## config.mk

```make
export PLATFORM = sky130hd
export DESIGN_NAME = uart_tx_line_arbiter
export DESIGN_NICKNAME = d
export VERILOG_FILES = /design/src/rtl/uart_tx_line_arbiter.sv
export SDC_FILE = /design/constraint.sdc
export NUM_CORES = 1
export LEC_CHECK = 0
export BUFFER_PORTS_ARGS = -buffer_cell sky130_fd_sc_hd__buf_2
export CORE_UTILIZATION = 40
export CTS_CLUSTER_DIAMETER = 80
export DETAILED_ROUTE_END_ITERATION = 8
export PLACE_DENSITY = 0.65
export SLEW_MARGIN = 10
export SYNTH_ARGS = -nofsm -noshare
export SYNTH_HDL_FRONTEND = slang
export SYNTH_SLANG_ARGS = --single-unit
```

## constraint.sdc

```tcl
create_clock -name clk -period 4.7 [get_ports clk]
set_input_delay 1.41 -clock clk [delete_from_list [all_inputs] [get_ports clk]]
set_output_delay 1.41 -clock clk [all_outputs]
set_load 0.01 [all_outputs]
```

## src/rtl/uart_tx_line_arbiter.sv

```systemverilog
// uart_tx_line_arbiter: line-atomic round-robin sharing of one UART transmitter; `define UART_TX_ARB_CRLF_EN appends LF after each CR
module uart_tx_line_arbiter #(
  parameter int N_REQ = 2,
  parameter logic [7:0] EOL_CHAR = 8'h0D,
  parameter int TIMEOUT = 4096,
  localparam int GW = N_REQ > 1 ? $clog2(N_REQ) : 1
) (
  input  logic                 clk,
  input  logic                 rst,
  input  logic [8*N_REQ-1:0]   req_din,
  input  logic [N_REQ-1:0]     req_empty,
  output logic [N_REQ-1:0]     req_re,
  output logic [7:0]           out_din,
  output logic                 out_empty,
  input  logic                 out_re,
  output logic                 busy,
  output logic [GW-1:0]        grant_id
);
  localparam int CW = TIMEOUT > 0 ? $clog2(TIMEOUT + 1) : 1;
  localparam logic [CW-1:0] TLIM = CW'(TIMEOUT > 0 ? TIMEOUT - 1 : 0);
  typedef enum logic [1:0] {
    IDLE,
    LOCKED
`ifdef UART_TX_ARB_CRLF_EN
    , INSERT_LF
`endif
  } state_t;
  state_t state;
  logic [GW-1:0] last, pick;
  logic [CW-1:0] cnt;
  logic found, locked, lf, sel_empty, accept;
  logic [7:0] sel_din;
  assign locked = state == LOCKED;
`ifdef UART_TX_ARB_CRLF_EN
  assign lf = state == INSERT_LF;
`else
  assign lf = 1'b0;
`endif
  // round-robin scan starting just after the last released requester
  always_comb begin
    pick = '0;
    found = 1'b0;
    for (int k = 1; k <= N_REQ; k++) begin
      if (!found && !req_empty[(int'(last) + k) % N_REQ]) begin
        found = 1'b1;
        pick = GW'((int'(last) + k) % N_REQ);
      end
    end
  end
  // pass the granted FIFO through while locked, inject LF after CR when enabled
  always_comb begin
    sel_empty = req_empty[grant_id];
    sel_din = req_din[int'(grant_id)*8 +: 8];
    accept = locked & out_re & ~sel_empty;
    out_empty = locked ? sel_empty : ~lf;
    out_din = locked ? sel_din : lf ? 8'h0A : 8'h00;
    req_re = accept ? (N_REQ'(1) << grant_id) : '0;
    busy = state != IDLE;
  end
  // grant, hold until end-of-line or idle timeout, then release through IDLE
  always_ff @(posedge clk) begin
    if (rst) begin
      state <= IDLE;
      grant_id <= '0;
      last <= GW'(N_REQ - 1);
      cnt <= '0;
    end else begin
      case (state)
        IDLE: begin
          cnt <= '0;
          if (found) begin
            grant_id <= pick;
            state <= LOCKED;
          end
        end
        LOCKED: begin
          if (accept) begin
            cnt <= '0;
            if (sel_din == EOL_CHAR) begin
              last <= grant_id;
`ifdef UART_TX_ARB_CRLF_EN
              state <= INSERT_LF;
`else
              state <= IDLE;
`endif
            end
          end else if (sel_empty) begin
            if (TIMEOUT > 0 && cnt == TLIM) begin
              last <= grant_id;
              state <= IDLE;
            end else if (cnt != '1) begin
              cnt <= cnt + 1'b1;
            end
          end
        end
`ifdef UART_TX_ARB_CRLF_EN
        INSERT_LF: if (out_re) state <= IDLE;
`endif
        default: state <= IDLE;
      endcase
    end
  end
endmodule

```

Word level (Yosys, flattened, before mapping)
Cells that the tools add are included.
- bits in registers: 17
- input port bits: 21
- output and inout bits: 13
- word-level logic and storage cells: 69
- add/subtract/negate cells: 3
- magnitude comparators: 3
- eq/ne operators: 11
- shifts and indexed selects: 2
- mux-type cells: 30
- bitwise gates (word level): 5
- reductions and logical operators: 11
- operator list (cell ; number):
    $mux 13 ; 4
    $pmux 13 s2 ; 1
    $mux 1 ; 17
    $shiftx 16x5->8 ; 1
    $add 13x1->13 const B ; 1
    $eq 13x12->1 const B ; 1
    $ne 13x13->1 const B ; 1
    $mux 2 ; 6
    $reduce_and 4->1 ; 3
    $ne 3x1->1 const B ; 3
    $eq 8x4->1 const B ; 1
    $mux 8 ; 1
    $reduce_bool 2->1 ; 4
    $lt 2x3->1 const B ; 2
    $pmux 2 s2 ; 1
    $ne 3x2->1 const B ; 1
    $ne 3x3->1 const B ; 1
    $add 1x1->1 const B ; 2
    $and 1x1->1 ; 2
    $and 1x1->1 const A ; 2
    $eq 2x1->1 const B ; 1
    $logic_not 2->1 ; 1
    $lt 1x2->1 const B ; 1
    $ne 2x1->1 const B ; 1
    6 further kinds ; 6

Longest topological paths before layout
- word-level depth: 10
- mapped depth: 7
- gate-level depth less buffers: 6

Least setup slack after synthesis
No wires, ideal clock.
- path kind: input to output
- from: input port req_empty[0]
- to: output port req_re[0]
- arrival: 1993 ps
- data required time: 3290 ps
- path slack: 1297 ps
- stages: 3
- buffers on the path: 0
- cells stage by stage: mux2i_4 nand3_1 nor2_1
- longest elaborated chain between the ends: 5
- RTL lines (element ; line ; text):
    start: declaration ; 11 ; input logic [N_REQ-1:0] req_empty,
    $mux 1 (not written as such) (2 in series) ; 52 ; sel_empty = req_empty[grant_id];
    $not 1->1 ; 54 ; accept = locked & out_re & ~sel_empty;
    $and 1x1->1 ; 54 ;
    $mux 2 ; 57 ; req_re = accept ? (N_REQ'(1) << grant_id) : '0;
    end: declaration ; 12 ; output logic [N_REQ-1:0] req_re,
Every way passes these cells. The select of a mux whose other input is x is not followed.

Final worst setup path
Ends and elaborated chain as after synthesis.

==> impl_metrics.tcl <==
set metrics [dict create \
    drt_iter0_markers 16 \
    cts.htree.levels 1 \
    worst_slack_ns 1.01 \
    design_power_total_uw 261 \
    pre_cts_ws_ns 1.02 \
    fin_crit_ns 3.69 \
    tritoncts "built" \
    cts_resized 0 \
    grt_util_all_layers_pct 18.0 \
    async_flop_share_pct 0 \
    drc_errors 0 \
    crit_required_ns 3.29 \
    synth_seq_cells 16 \
    vias 1019 \
    area_growth_syn_to_layout_pct 17.9 \
    numCtsBuffers 3 \
    antenna_found_initial 0 \
    synth_common_cells "nor2_1 (24), dfxtp_1 (16), mux2i_1 (9), nand2_1 (9)" \
    status "finished, final reports clean" \
    synth_edf_count 0 \
    synth-main-ff-cell "dfxtp_1" \
    cp.arrival_ns 2.28 \
    diodes 0 \
    period_share_pct 78.4 \
    crit_fanout 9 \
    portBuffers 33 \
    grt_pass1_wl_um 3730 \
    yosys.area.top_type "dfxtp_1" \
    yosysSeqAreaShare_pct 30.6 \
    hpwl_um 1800 \
    report.final.slew_viol_count 0 \
    die_y_um 53.1 \
    syn_area_sq_um 1050 \
    irDropWorstVdd_mv 0.214 \
    synth.top_cell.area_share_pct 30.6 \
    synthCells 128 \
    syn_nets 150 \
    synth.distinct_cells 38 \
    cp-start-kind "input port" \
    rsz0062_at_grt "no" \
    cts_hold_buf 0 \
    clk_path_buf_depth 2 \
    postRouteAntennaNets 0 \
    slew_headroom_pct 46.6 \
    final-setup-viol-count 0 \
    p_leak_uw 0.000484 \
    hold_viol 0 \
    synth.most_common_cell "nor2_1" \
    synth.area.top_cells "dfxtp_1 (31%), mux2i_1 (8.6%), nor2_1 (8.6%)" \
    p_per_area_nw_per_um2 212 \
    chipWidth_um 53.1 \
    fillers 245 \
    grt_max_degree 18 \
    nets 182 \
    core-area_sq_um 2480 \
    grt_pass1_vias 918 \
    end_kind "output pin" \
    drive_above_1_share_pct 28.5 \
    worst_slew_pin_slew_ns 0.800 \
    crit_type "in -> out" \
    max-cap-violations 0 \
    clk_pin_slew_worst_paths_ns 0.09 \
    avgSynthCellArea_sq_um 8.17 \
    initial_utilization_pct 42.2 \
    dieArea_sq_um 2820 \
    avgRoutedWirePerCell_um 12.5 \
    num_rows 18 \
    grt_overflow 0 \
    min_path_type "reg -> reg" \
    final.setup.tns_ns 0 \
    first_pass_iters 4 \
    cts_setup_buffers 0 \
    fin_skew_ns 0.00163 \
    clk_latency_ns 0.28 \
    wl_um 2350 \
    viasPerCell 5.42 \
    fmax_ghz 0.271 \
    gp_congestion 0.774 \
    root_buffer "clkbuf_4" \
    yosysWarningCount 0 \
    clock_sinks 16 \
    ios 34 \
]
-- metrics by stage --
stage          hold WS [ns]  instance area [sq um]  cells  utilization (%)
2_1_floorplan         0.423                   1050    128                -
3_3_place_gp          0.438                   1210    185             48.9
3_5_place_dp          0.442                   1210    185             48.9
4_1_cts               0.468                   1230    188             49.8
5_1_grt               0.484                   1230    188             49.8
6_report              0.468                   1230    188             49.8
-- sequential cells by signal, indices dropped and copies added, names as in the netlist --
register and cells:
cnt 13, grant_id 1, last 1, state 1
-- cell usage in the layout, fill, tap and decap left out, drive strengths merged, types with 5 or more instances in the layout --
cell   netlist  routed
a21oi        8       8
buf          2      33
dfxtp       16      16
inv          5       5
mux2i       10      10
nand2       11      11
nand4        5       5
nor2        24      24
o21ai        6       6
xor2         7       7
-- layout make-up --
type | instances | area, sq um | share of cell area, %
multi-input combinational | 101 | 669 | 54.3
sequential | 16 | 320 | 26.0
timing repair buffer | 33 | 165 | 13.4
tap | 30 | 37.5 | 3.04
inverter | 5 | 18.8 | 1.52
clock buffer | 3 | 22.5 | 1.83
-- power by group --
part,switching [uW],internal (uW)
Clock,39.9,29.7
Combinational,27.0,22.1
Sequential,5.39,137
-- per-layer routing --
metal,global-route usage (%),share of wire (%),up-vias
li1,-,-,515
met1,19.0,47,465
met2,34.0,45,34
met3,2.87,5.5,5
met4,8.77,1.6,0
met5,0,0,-
-- cells by family after synthesis --
group | Yosys count | share of synthesized area [%]
multiplexers | 11 | 11.8
XOR/XNOR | 8 | 6.70
adder cells (fa/ha/maj) | 1 | 1.20
flip-flops | 16 | 30.6
buffers and inverters | 11 | 5.38
AO/OA/AOI/OAI | 25 | 17.9
AND/OR/NAND/NOR | 56 | 26.3
-- critical path: stages --
cell	delay (ns)
buf_2	0.13
mux2i_4	0.27
nand3_1	0.19
nor2_1	0.13
buf_2	0.15
-- final timing paths --
check,start,depth (start not counted),to,slack (ns)
max,req_empty[0],5,req_re[0],1.01
min,cnt[12],1,cnt[12],0.47
max reg2reg,grant_id,5,last,2.53
min reg2reg,cnt[12],1,cnt[12],0.47
Note: power is estimated with default switching activity, not from simulation.
